**config.mk**
```make
export PLATFORM = sky130hd
export DESIGN_NAME = pipeline_hazard_ctrl_flat
export DESIGN_NICKNAME = d
export VERILOG_FILES = /design/src/rtl/pipeline_hazard_ctrl_if.sv /design/src/rtl/pipeline_hazard_ctrl.sv /design/src/flat_wrapper.sv
export SDC_FILE = /design/constraint.sdc
export NUM_CORES = 1
export LEC_CHECK = 0
export ABC_AREA = 1
export CAP_MARGIN = 20
export CORE_MARGIN = 1
export CORE_UTILIZATION = 30
export DETAILED_ROUTE_END_ITERATION = 6
export SYNTH_ARGS = -nofsm -noshare
export SYNTH_HDL_FRONTEND = slang
export SYNTH_SLANG_ARGS = --single-unit
export TNS_END_PERCENT = 100
```
**constraint.sdc**
```tcl
create_clock -name clk -period 2 [get_ports clk]
set_input_delay 0.3 -clock clk [delete_from_list [all_inputs] [get_ports clk]]
set_output_delay 0.3 -clock clk [all_outputs]
set_load 0.03 [all_outputs]
```
**src/rtl/pipeline_hazard_ctrl_if.sv**
```systemverilog
// ---------------------------------------------------------------------------
// pipeline_hazard_ctrl_if
//   Groups every signal between the 5-stage pipeline and its central
//   stall/flush controller.
//
//   Pipeline -> controller (driven through the master modport):
//     ID_Rn, ID_Rm, ID_use_Rn, ID_two_src      operands of the ID instruction
//     EXE_WB_EN, EXE_MEM_R_EN, EXE_Dest        writer / load in EXE
//     MEM_WB_EN, MEM_Dest                      writer in MEM
//     B_taken                                  branch resolved taken in EXE
//     mem_req, mem_ready                       SRAM access handshake
//     err_clr                                  clears mem_timeout_err
//
//   Controller -> pipeline (driven through the slave modport):
//     pc_freeze, if_id_freeze, id_ex_freeze, ex_mem_freeze   hold a register
//     if_id_flush, id_ex_flush, mem_wb_flush                 load a bubble
//     mem_timeout_err                                        sticky timeout flag
//     stall_cnt                                              saturating stall count
//     fsm_state, wait_cnt                                    SRAM-wait FSM debug view
//
//   SRAM handshake: mem_req is held high by the MEM stage for the whole
//   access; the access completes in the cycle where mem_req and mem_ready
//   are both high. A cycle with mem_req=1 and mem_ready=0 is a wait cycle.
//   Dropping mem_req before mem_ready abandons the access.
// ---------------------------------------------------------------------------
interface pipeline_hazard_ctrl_if #(
    parameter int unsigned CNT_W = 16
);
    logic [3:0]       ID_Rn;
    logic [3:0]       ID_Rm;
    logic             ID_use_Rn;
    logic             ID_two_src;
    logic             EXE_WB_EN;
    logic             EXE_MEM_R_EN;
    logic [3:0]       EXE_Dest;
    logic             MEM_WB_EN;
    logic [3:0]       MEM_Dest;
    logic             B_taken;
    logic             mem_req;
    logic             mem_ready;
    logic             err_clr;

    logic             pc_freeze;
    logic             if_id_freeze;
    logic             id_ex_freeze;
    logic             ex_mem_freeze;
    logic             if_id_flush;
    logic             id_ex_flush;
    logic             mem_wb_flush;
    logic             mem_timeout_err;
    logic [CNT_W-1:0] stall_cnt;
    logic             fsm_state;
    logic [7:0]       wait_cnt;

    modport master (
        output ID_Rn, ID_Rm, ID_use_Rn, ID_two_src,
        output EXE_WB_EN, EXE_MEM_R_EN, EXE_Dest,
        output MEM_WB_EN, MEM_Dest,
        output B_taken, mem_req, mem_ready, err_clr,
        input  pc_freeze, if_id_freeze, id_ex_freeze, ex_mem_freeze,
        input  if_id_flush, id_ex_flush, mem_wb_flush,
        input  mem_timeout_err, stall_cnt, fsm_state, wait_cnt
    );

    modport slave (
        input  ID_Rn, ID_Rm, ID_use_Rn, ID_two_src,
        input  EXE_WB_EN, EXE_MEM_R_EN, EXE_Dest,
        input  MEM_WB_EN, MEM_Dest,
        input  B_taken, mem_req, mem_ready, err_clr,
        output pc_freeze, if_id_freeze, id_ex_freeze, ex_mem_freeze,
        output if_id_flush, id_ex_flush, mem_wb_flush,
        output mem_timeout_err, stall_cnt, fsm_state, wait_cnt
    );
endinterface

```
**src/rtl/pipeline_hazard_ctrl.sv**
```systemverilog
// ---------------------------------------------------------------------------
// pipeline_hazard_ctrl
//   Central stall/flush controller for the 5-stage ARM pipeline. It decides,
//   every cycle, which stage registers hold and which load a bubble, from:
//     - RAW hazards between the ID instruction and the EXE/MEM writers,
//     - a branch resolved taken in EXE,
//     - SRAM accesses that take more than one cycle.
//   SRAM waits are tracked by a two-state FSM that raises a sticky error
//   after MEM_TIMEOUT wait cycles. A saturating counter records how many
//   cycles the PC was frozen.
//
// Parameters
//   FWD_EN       1: forwarding exists, stall only on load-use
//                0: stall on any RAW against EXE or MEM
//   MEM_TIMEOUT  wait cycles (8-bit) after which mem_timeout_err is set
//   CNT_W        width of stall_cnt (must match the interface CNT_W)
//
// Ports
//   clk   pipeline clock, rising edge
//   rst   asynchronous, active-low reset; also forces all freeze/flush low
//   hz    pipeline_hazard_ctrl_if.slave, all pipeline-facing signals
// ---------------------------------------------------------------------------
module pipeline_hazard_ctrl #(
    parameter bit          FWD_EN      = 1'b1,
    parameter int unsigned MEM_TIMEOUT = 255,
    parameter int unsigned CNT_W       = 16
) (
    input logic                   clk,
    input logic                   rst,
    pipeline_hazard_ctrl_if.slave hz
);

    typedef enum logic {
        ST_IDLE = 1'b0,
        ST_WAIT = 1'b1
    } state_t;

    localparam logic [7:0] TIMEOUT_LIM = 8'(MEM_TIMEOUT);

    // ------------------------------------------------------------------
    // Hazard detection (pure combinational)
    // ------------------------------------------------------------------
    logic hz_exe;
    logic hz_mem;
    logic stall_d;
    logic mwait;

    always_comb begin
        hz_exe = hz.EXE_WB_EN &
                 ((hz.ID_use_Rn  & (hz.ID_Rn == hz.EXE_Dest)) |
                  (hz.ID_two_src & (hz.ID_Rm == hz.EXE_Dest)));
        hz_mem = hz.MEM_WB_EN &
                 ((hz.ID_use_Rn  & (hz.ID_Rn == hz.MEM_Dest)) |
                  (hz.ID_two_src & (hz.ID_Rm == hz.MEM_Dest)));
        // With forwarding only a load in EXE cannot supply its result in time.
        if (FWD_EN) begin
            stall_d = hz_exe & hz.EXE_MEM_R_EN;
        end else begin
            stall_d = hz_exe | hz_mem;
        end
        mwait = hz.mem_req & ~hz.mem_ready;
    end

    // ------------------------------------------------------------------
    // SRAM wait FSM: state register
    // ------------------------------------------------------------------
    state_t     state;
    state_t     state_nxt;
    logic [7:0] wait_cnt;
    logic [7:0] wait_cnt_nxt;
    logic [7:0] wait_cnt_inc;
    logic       timeout_hit;

    always_ff @(posedge clk or negedge rst) begin
        if (!rst) begin
            state    <= ST_IDLE;
            wait_cnt <= 8'd0;
        end else begin
            state    <= state_nxt;
            wait_cnt <= wait_cnt_nxt;
        end
    end

    // ------------------------------------------------------------------
    // SRAM wait FSM: next-state logic
    //   wait_cnt counts completed wait cycles of the current access. On a
    //   timeout the FSM falls back to IDLE; if SRAM is still not ready the
    //   next cycle re-enters WAIT with wait_cnt=1, so the error is re-armed
    //   every MEM_TIMEOUT cycles while the stall continues.
    // ------------------------------------------------------------------
    always_comb begin
        state_nxt    = state;
        wait_cnt_nxt = wait_cnt;
        timeout_hit  = 1'b0;
        wait_cnt_inc = wait_cnt + 8'd1;
        case (state)
            ST_IDLE: begin
                if (mwait) begin
                    if (8'd1 >= TIMEOUT_LIM) begin
                        timeout_hit  = 1'b1;
                        state_nxt    = ST_IDLE;
                        wait_cnt_nxt = 8'd0;
                    end else begin
                        state_nxt    = ST_WAIT;
                        wait_cnt_nxt = 8'd1;
                    end
                end
            end
            ST_WAIT: begin
                if (hz.mem_ready || !hz.mem_req) begin
                    // Completed, or abandoned by the MEM stage: no error.
                    state_nxt    = ST_IDLE;
                    wait_cnt_nxt = 8'd0;
                end else if (wait_cnt_inc >= TIMEOUT_LIM) begin
                    timeout_hit  = 1'b1;
                    state_nxt    = ST_IDLE;
                    wait_cnt_nxt = 8'd0;
                end else begin
                    wait_cnt_nxt = wait_cnt_inc;
                end
            end
            default: begin
                state_nxt    = ST_IDLE;
                wait_cnt_nxt = 8'd0;
            end
        endcase
    end

    // ------------------------------------------------------------------
    // Output logic
    //   Freeze/flush follow the live mwait rather than the FSM state, so
    //   the pipeline releases in the very cycle SRAM answers and stays
    //   frozen across a timeout. A taken branch during an SRAM wait is not
    //   lost: EXE is frozen, so B_taken is still presented after release.
    //   All controls are forced low while rst is asserted.
    // ------------------------------------------------------------------
    logic pc_frz;
    logic if_id_frz;
    logic id_ex_frz;
    logic ex_mem_frz;
    logic if_id_fl;
    logic id_ex_fl;
    logic mem_wb_fl;

    always_comb begin
        pc_frz     = 1'b0;
        if_id_frz  = 1'b0;
        id_ex_frz  = 1'b0;
        ex_mem_frz = 1'b0;
        if_id_fl   = 1'b0;
        id_ex_fl   = 1'b0;
        mem_wb_fl  = 1'b0;
        if (rst) begin
            if (mwait) begin
                pc_frz     = 1'b1;
                if_id_frz  = 1'b1;
                id_ex_frz  = 1'b1;
                ex_mem_frz = 1'b1;
                mem_wb_fl  = 1'b1;
            end else if (hz.B_taken) begin
                // The stalled ID instruction is on the wrong path: squash it.
                if_id_fl = 1'b1;
                id_ex_fl = 1'b1;
            end else if (stall_d) begin
                pc_frz    = 1'b1;
                if_id_frz = 1'b1;
                id_ex_fl  = 1'b1;
            end
        end
    end

    // ------------------------------------------------------------------
    // Sticky timeout flag and saturating stall counter
    // ------------------------------------------------------------------
    logic             err_q;
    logic [CNT_W-1:0] stall_q;

    always_ff @(posedge clk or negedge rst) begin
        if (!rst) begin
            err_q <= 1'b0;
        end else if (timeout_hit) begin
            // A new timeout wins over a simultaneous clear.
            err_q <= 1'b1;
        end else if (hz.err_clr) begin
            err_q <= 1'b0;
        end
    end

    always_ff @(posedge clk or negedge rst) begin
        if (!rst) begin
            stall_q <= '0;
        end else if (pc_frz && (stall_q != '1)) begin
            stall_q <= stall_q + CNT_W'(1);
        end
    end

    assign hz.pc_freeze       = pc_frz;
    assign hz.if_id_freeze    = if_id_frz;
    assign hz.id_ex_freeze    = id_ex_frz;
    assign hz.ex_mem_freeze   = ex_mem_frz;
    assign hz.if_id_flush     = if_id_fl;
    assign hz.id_ex_flush     = id_ex_fl;
    assign hz.mem_wb_flush    = mem_wb_fl;
    assign hz.mem_timeout_err = err_q;
    assign hz.stall_cnt       = stall_q;
    assign hz.fsm_state       = state;
    assign hz.wait_cnt        = wait_cnt;

endmodule

```
**src/flat_wrapper.sv**
```systemverilog
// flat-port wrapper written by rule: the top's interface ports become plain ports
module pipeline_hazard_ctrl_flat 
#(
    parameter bit          FWD_EN      = 1'b1,
    parameter int unsigned MEM_TIMEOUT = 255,
    parameter int unsigned CNT_W       = 16
)
  (clk, rst, hz_ID_Rn, hz_ID_Rm, hz_ID_use_Rn, hz_ID_two_src, hz_EXE_WB_EN, hz_EXE_MEM_R_EN, hz_EXE_Dest, hz_MEM_WB_EN, hz_MEM_Dest, hz_B_taken, hz_mem_req, hz_mem_ready, hz_err_clr, hz_pc_freeze, hz_if_id_freeze, hz_id_ex_freeze, hz_ex_mem_freeze, hz_if_id_flush, hz_id_ex_flush, hz_mem_wb_flush, hz_mem_timeout_err, hz_stall_cnt, hz_fsm_state, hz_wait_cnt);
  pipeline_hazard_ctrl_if #(.CNT_W(CNT_W)) hz_i ();
  input logic clk;
  input logic rst;
  input wire logic [$bits(hz_i.ID_Rn)-1:0] hz_ID_Rn;
  input wire logic [$bits(hz_i.ID_Rm)-1:0] hz_ID_Rm;
  input wire logic [$bits(hz_i.ID_use_Rn)-1:0] hz_ID_use_Rn;
  input wire logic [$bits(hz_i.ID_two_src)-1:0] hz_ID_two_src;
  input wire logic [$bits(hz_i.EXE_WB_EN)-1:0] hz_EXE_WB_EN;
  input wire logic [$bits(hz_i.EXE_MEM_R_EN)-1:0] hz_EXE_MEM_R_EN;
  input wire logic [$bits(hz_i.EXE_Dest)-1:0] hz_EXE_Dest;
  input wire logic [$bits(hz_i.MEM_WB_EN)-1:0] hz_MEM_WB_EN;
  input wire logic [$bits(hz_i.MEM_Dest)-1:0] hz_MEM_Dest;
  input wire logic [$bits(hz_i.B_taken)-1:0] hz_B_taken;
  input wire logic [$bits(hz_i.mem_req)-1:0] hz_mem_req;
  input wire logic [$bits(hz_i.mem_ready)-1:0] hz_mem_ready;
  input wire logic [$bits(hz_i.err_clr)-1:0] hz_err_clr;
  output wire logic [$bits(hz_i.pc_freeze)-1:0] hz_pc_freeze;
  output wire logic [$bits(hz_i.if_id_freeze)-1:0] hz_if_id_freeze;
  output wire logic [$bits(hz_i.id_ex_freeze)-1:0] hz_id_ex_freeze;
  output wire logic [$bits(hz_i.ex_mem_freeze)-1:0] hz_ex_mem_freeze;
  output wire logic [$bits(hz_i.if_id_flush)-1:0] hz_if_id_flush;
  output wire logic [$bits(hz_i.id_ex_flush)-1:0] hz_id_ex_flush;
  output wire logic [$bits(hz_i.mem_wb_flush)-1:0] hz_mem_wb_flush;
  output wire logic [$bits(hz_i.mem_timeout_err)-1:0] hz_mem_timeout_err;
  output wire logic [$bits(hz_i.stall_cnt)-1:0] hz_stall_cnt;
  output wire logic [$bits(hz_i.fsm_state)-1:0] hz_fsm_state;
  output wire logic [$bits(hz_i.wait_cnt)-1:0] hz_wait_cnt;
  assign hz_i.ID_Rn = hz_ID_Rn;
  assign hz_i.ID_Rm = hz_ID_Rm;
  assign hz_i.ID_use_Rn = hz_ID_use_Rn;
  assign hz_i.ID_two_src = hz_ID_two_src;
  assign hz_i.EXE_WB_EN = hz_EXE_WB_EN;
  assign hz_i.EXE_MEM_R_EN = hz_EXE_MEM_R_EN;
  assign hz_i.EXE_Dest = hz_EXE_Dest;
  assign hz_i.MEM_WB_EN = hz_MEM_WB_EN;
  assign hz_i.MEM_Dest = hz_MEM_Dest;
  assign hz_i.B_taken = hz_B_taken;
  assign hz_i.mem_req = hz_mem_req;
  assign hz_i.mem_ready = hz_mem_ready;
  assign hz_i.err_clr = hz_err_clr;
  assign hz_pc_freeze = hz_i.pc_freeze;
  assign hz_if_id_freeze = hz_i.if_id_freeze;
  assign hz_id_ex_freeze = hz_i.id_ex_freeze;
  assign hz_ex_mem_freeze = hz_i.ex_mem_freeze;
  assign hz_if_id_flush = hz_i.if_id_flush;
  assign hz_id_ex_flush = hz_i.id_ex_flush;
  assign hz_mem_wb_flush = hz_i.mem_wb_flush;
  assign hz_mem_timeout_err = hz_i.mem_timeout_err;
  assign hz_stall_cnt = hz_i.stall_cnt;
  assign hz_fsm_state = hz_i.fsm_state;
  assign hz_wait_cnt = hz_i.wait_cnt;
  pipeline_hazard_ctrl #(.FWD_EN(FWD_EN), .MEM_TIMEOUT(MEM_TIMEOUT), .CNT_W(CNT_W)) u_core (.clk(clk), .rst(rst), .hz(hz_i));
endmodule
```
==> results.md, run 1 <==
- Worst Setup Path Type: input pin to output pin
- PwrDens: 564 nW/um^2
- Status: finished, final reports clean
- Min cycle time layout: between 1500 and 2000 ps
- DIE AREA: 6430 sq um
- Fill cell count: approximately 610
- CP endpoint kind: output pin
- CTS buffer count: 3
- Post-detail-place hpwl: about 3.3 mm
- Final non-filler cell total: slightly above 400
- Worst EP arrival: approximately 1600 ps
- Worst path max stage delay: between 400 and 500 ps
- Initial antenna violation count: 0
- TNS Setup: 0 ps
- RSZ-0062 raised after global routing: no
- Syn Area/Cell: ~6.7 sq um
- Final Cycle Share: between 90% and 100%
- Via count: around 1800
- Vias in the first global route: about 1600
- Die span in y: between 80 and 90 um
- Worst-margin pin slew: approximately 430 ps
- Synthesized net count: 302
- Drt total wl: ~4.3 mm
- FFs w/ async S/R, synth: 100%
- Slew headroom: 71.3%
- Longest Clk Path Bufs: 2
- Synth top area cells: dfrtp_1, nand2_1, nand3_1, inv_1, nor2_1
- Die W: around 80 um
- Clk_lat worst skew: roughly 270 ps
- Antenna diode count: 0
- Critical path, cell by cell: clkdlybuf4s50_1, inv_1, nand2_1, nand2_1, nor2_1, nand3_2, nand2_2, nand3_2, nand2_2, buf_12, buf_8
- Worst Path Buf+Inv: 4
- Synth unique cells: 26
- Max Cap Viol: 0
- Hold-fix buffers at CTS: 0
- Core area: 5920 sq um
- CTS Sinks: 26
- Worst path required time: about 1700 ps
- Synth top area share: 35.5%
- Final hold violation count: 0
- Final #Nets: roughly 360
- Max Slew Vio Count: 0
- Crit path max fanout: 7
- DRT iter0 DRCs: 36
- Reg2Reg Capture Point: u_core.hz.stall_cnt[9]$_DFFE_PN0P_
- Final core occ: 44.1%
- Hold Crit Class: input pin to async pin
- R2r setup slk: approximately 250 ps
- GRT Total Usage: approximately 14%
- CP Launch Type: input pin
- Clk root buf: clkbuf_8
- FP Rows: 28
- First drt pass iteration count: 4
- Cells after Synth: around 270
- Worst reg2reg path depth: 7
- Number of I/O pins: 60
- Synthesized cell area: ~1800 sq um
- Starting density of the core: between 30% and 40%
- Routed len/inst: roughly 10 um
- Post-placement cell count: about 400
- R2R Path Start: u_core.hz.stall_cnt[1]$_DFFE_PN0P_
- Grt total ovfl: 0
- Final GP Congestion: between 0.7 and 0.8
- Post-DRT Antenna Nets: 0
- Clock Skew: roughly 3 ps
- Share of layout cells above drive strength 1: a little under an eighth
- Fmax: approximately 530 MHz
- # port buffers: 54
- Max rail drop VDD: 401 uV
- Fin Hold WS: around 450 ps
- # DRC: 0
- CP max-delay cell: clkdlybuf4s50_1
- Setup violators final: 0
- Tot Pwr: ~1.5 mW
- Register area share after synthesis: 35.5%
- Htree depth: 1
- Yosys reg bits: 26
- First-pass GRT wire length: roughly 7.2 mm
- Post-synth top cells: nand2_1, inv_1, nor2_1, nand3_1, dfrtp_1
- Most common cell in the netlist: nand2_1
- Pin count of the biggest net entering global routing: 27
- Area growth syn-to-layout: 42.5%
- P_leak: approximately 1.3 nW
- Vias/cell: between 4 and 5
- Yosys top cell by area: dfrtp_1
- Ys Warns: 0
- CP delay by family, top: buffers and inverters
- Clock slew at reported path FFs: about 90 ps
- CTS tree: yes
- Number of synthesized flops with an enable pin: 0
- Post-synth top flop: dfrtp_1
## layout by cell type (no fill, tap or decap), types with 4 or more instances in the layout
cell             netlist  routed
nand3_1               27      25
xor2_1                11      11
nand2_1              100      98
clkdlybuf4s50_1        0      39
dfrtp_1               26      26
buf_4                  3      13
nor2_2                 2       6
nor2_1                31      27
dlymetal6s2s_1         0       8
nor3_1                 5       5
inv_1                 35      35
nand3_2                3       5
xnor2_1                4       4
nand2_2                2       4
## routing by layer
| metal | vias to the layer above | share of wire (%) | wire (um) | track usage (%) |
|---|---|---|---|---|
| met4 | 0 | 0.35 | 15 | 2.14 |
| li1 | 959 | - | - | - |
| met2 | 25 | 49 | 2090 | 25.3 |
| met1 | 809 | 47 | 2020 | 18.0 |
| met3 | 2 | 3.2 | 135 | 2.73 |
| met5 | - | 0 | 0 | 0 |
## timing repair
action | in CTS | in global routing
hold endpoints to repair | 0 | 0
buffers inserted | 0 | 1
gates resized for setup | 1 | 18
pin swaps | 0 | 8
endpoints found under the setup margin | 2 | 4
## cell type report
class	count	area [sq um]	share of cell area, %
clock buffers	3	41.3	1.58
clock inverters	1	30.0	1.15
inverters	35	131	5.03
multi-input cells	204	1030	39.3
flip-flops and latches	26	651	24.9
well taps	75	93.8	3.59
repair buffers	63	638	24.4
## worst max path at each step
stage | slack, ps | to | from | cells after the start
CTS | -20 | hz_if_id_freeze | hz_EXE_Dest[1] | 11
finish | 130 | hz_if_id_freeze | hz_ID_Rm[3] | 11
global route | 20 | hz_pc_freeze | hz_ID_Rm[3] | 11
floorplan | 140 | hz_pc_freeze | hz_mem_req | 8
global placement | -10 | hz_pc_freeze | hz_EXE_Dest[1] | 11
detailed placement | -30 | hz_if_id_freeze | hz_EXE_Dest[1] | 11
## power by group
| part | switching, mW | internal, mW |
|---|---|---|
| registers | 0.0601 | 0.566 |
| clock network | 0.170 | 0.268 |
| logic | 0.224 | 0.187 |
## cells by family (layout without fill, tap and decap cells)
kind of cell | count (synthesis) | after routing | share of synthesized area [%]
AO/OA/AOI/OAI | 6 | 6 | 1.84
AND/OR/NAND/NOR | 180 | 180 | 43.7
buffers and inverters | 42 | 102 | 9.82
XOR/XNOR | 15 | 15 | 7.16
flip-flops | 26 | 26 | 35.5
adder cells (fa/ha/maj) | 3 | 3 | 2.05
## metrics by stage
step	cell area (sq um)	setup slack, ps
global route	2610	18.0
CTS	2550	-19.3
floorplan	1840	135
finish	2610	128
detailed placement	2480	-34.5
global placement	2480	-13.2
## registers in the layout, indices dropped and copies added (netlist names)
name                       cells
u_core.hz.mem_timeout_err      1
u_core.hz.stall_cnt           16
u_core.hz.fsm_state            1
u_core.hz.wait_cnt             8
## worst reg2reg max path, cell delays in order, from the launching register on
cell and delay, ps:
dfrtp_1 430, ha_1 230, nand3_2 150, nor2_4 210
nand4_4 240, nand2_2 290, nand2_1 90, nand2_1 70
No activity file was read; power rests on OpenSTA's default activity.
==> run 2, diff against run 1 <==
- CORE_UTILIZATION: 30 -> 46
- PLACE_DENSITY: not set -> 0.8
- RECOVER_POWER: not set -> 25
- SLEW_MARGIN: not set -> 10
==> results.md, run 2 (synthesis gave the netlist of run 1 again) <==
- CTS tree: yes
- Multi-input gate area: 1020 sq um
- Routed len/inst: approximately 11 um
- Internal power: 1.02 mW
- Max rail drop VDD: around 560 uV
- Psw: approximately 0.46 mW
- FP Rows: 22
- Clock Skew: ~6.7 ps
- DRT iter0 DRCs: 92
- Number of I/O pins: 60
- Post-placement cell count: between 300 and 400
- Vias/cell: between 4 and 5
- Core area: approximately 3700 sq um
- Worst path required time: ~1700 ps
- Via count: around 1900
- Die span in y: 65.1 um
- Setup violators final: 0
- TNS Setup: 0 ps
- Clk root buf: clkbuf_8
- First drt pass iteration count: 4
- CP endpoint kind: output pin
- Area of placed instances: between 2000 and 2500 sq um
- Post-detail-place hpwl: roughly 3.2 mm
- Crit path max fanout: 3
- Antenna diode count: 0
- Status: finished, final reports clean
- Worst slack at placement: -78.4 ps
- Max Slew Vio Count: 0
- Critical path, cell by cell: clkdlybuf4s50_1, inv_1, nand2_1, nand2_1, nor2_2, nand3_1, nand2_2, nand3_1, nand2_2, buf_4
- # DRC: 0
- Worst EP arrival: 1600 ps
- Area growth syn-to-layout: 38.1%
- PwrDens: between 500 and 600 nW/um^2
- Post-DRT Antenna Nets: 0
- Final GP Congestion: just over 0.8
- Min cycle time layout: 1900 ps
- Largest register FFs: 16
- Tot Pwr: 1.48 mW
- CP Launch Type: input pin
- First-pass GRT wire length: about 7.5 mm
- Max Cap Viol: 0
- Register area: ~650 sq um
- Share of layout cells above drive strength 1: roughly 11%
- Net Sw Frac: 31.2%
- Final hold violation count: 0
- Drt total wl: between 4 and 5 mm
- Final Cycle Share: around 95%
- Fmax: between 500 and 600 MHz
- Starting density of the core: about half
- Longest Clk Path Bufs: 2
- Worst Setup Path Type: input pin to output pin
- Leading cell types in the layout, fill and taps excluded: nand2_1, clkdlybuf4s50_1, inv_1, nor2_1, nand3_1
- RSZ-0062 raised after global routing: yes
- Htree depth: 1
- Clk_lat worst skew: ~270 ps
- Pin count of the biggest net entering global routing: 27
- Hold Crit Class: input pin to async pin
- Register share of total power: between 40% and 50%
- Initial antenna violation count: 0
- Worst path max stage delay: around 470 ps
- Final #Nets: ~360
- Hold-fix buffers at CTS: 0
- Die W: ~65 um
- GRT Total Usage: ~22%
- # port buffers: 54
- P_leak: between 1 and 1.5 nW
- Clock slew at reported path FFs: approximately 100 ps
- CTS Sinks: 26
- Slew headroom: between 70% and 80%
- Final non-filler cell total: 378
- Vias in the first global route: 1786
- Final instance area: ~2500 sq um
- CP max-delay cell: clkdlybuf4s50_1
- Grt total ovfl: 0
- Fill cell count: 339
- Clock power share: ~30%
- Slack of the critical path: 100 ps
- CTS buffer count: 3
- DIE AREA: between 4000 and 5000 sq um
- Most common cell after layout, fill and taps aside: nand2_1
- Worst-margin pin slew: roughly 430 ps
- Combinational power share: 27.9%
[run 2: path summary, 6_finish.rpt]
kind	from	slack [ps]	depth (start not counted)	to
setup / recovery	hz_ID_Rm[0]	100	10	hz_if_id_freeze
hold / removal	rst	450	2	u_core.hz.stall_cnt[9]$_DFFE_PN0P_
setup reg to reg	u_core.hz.stall_cnt[1]$_DFFE_PN0P_	210	7	u_core.hz.stall_cnt[5]$_DFFE_PN0P_
hold reg to reg	u_core.hz.mem_timeout_err$_DFFE_PN0P_	540	2	u_core.hz.mem_timeout_err$_DFFE_PN0P_
max in group asynchronous	rst	1300	2	u_core.hz.stall_cnt[3]$_DFFE_PN0P_
min in group clk	u_core.hz.mem_timeout_err$_DFFE_PN0P_	540	2	u_core.hz.mem_timeout_err$_DFFE_PN0P_
[run 2: layer usage]
| metal | wire length [um] | part of all wire, % | global-route usage [%] |
|---|---|---|---|
| met5 | 0 | 0 | 0 |
| met4 | 68 | 1.6 | 6.52 |
| met3 | 149 | 3.4 | 2.08 |
| met2 | 2180 | 50 | 39.7 |
| met1 | 1940 | 45 | 28.0 |
[run 2: per-stage QoR]
| stage | hold slack (ps) | util [%] |
|---|---|---|
| after floorplan | 4.41 | - |
| after global placement | 517 | 64.5 |
| after detailed placement | 522 | 64.5 |
| after CTS | 457 | 66.7 |
| after global routing | 481 | 67.6 |
| final | 453 | 67.6 |
[run 2: worst max-delay path, delay by kind of cell]
| kind | cells | cell delay [ps] |
|---|---|---|
| buffers and inverters | 3 | 690 |
| AND/OR/NAND/NOR | 7 | 600 |
[run 2: power groups by stage]
stage	clock, mW	combinational, mW	sequential [mW]
6_report	0.438	0.413	0.628
5_1_grt	0.463	0.447	0.638
4_1_cts	0.443	0.413	0.629
3_5_place_dp	0	0.408	0.638
3_3_place_gp	0	0.399	0.638
2_1_floorplan	0	0.141	0.714
[run 2: timing repair]
item | in CTS | in global routing
setup endpoints to repair | 2 | 5
resized for setup | 1 | 13
gates cloned | 0 | 0
setup buffers | 1 | 0
pin swaps | 1 | 8
[run 2: layout make-up]
| type | count | share of cell area (%) |
|---|---|---|
| multi-input combinational | 204 | 40.5 |
| sequential | 26 | 25.7 |
| timing repair buffer | 61 | 23.5 |
| inverter | 35 | 5.19 |
| tap | 48 | 2.37 |
| clock buffer | 3 | 1.63 |
| clock inverter | 1 | 1.19 |
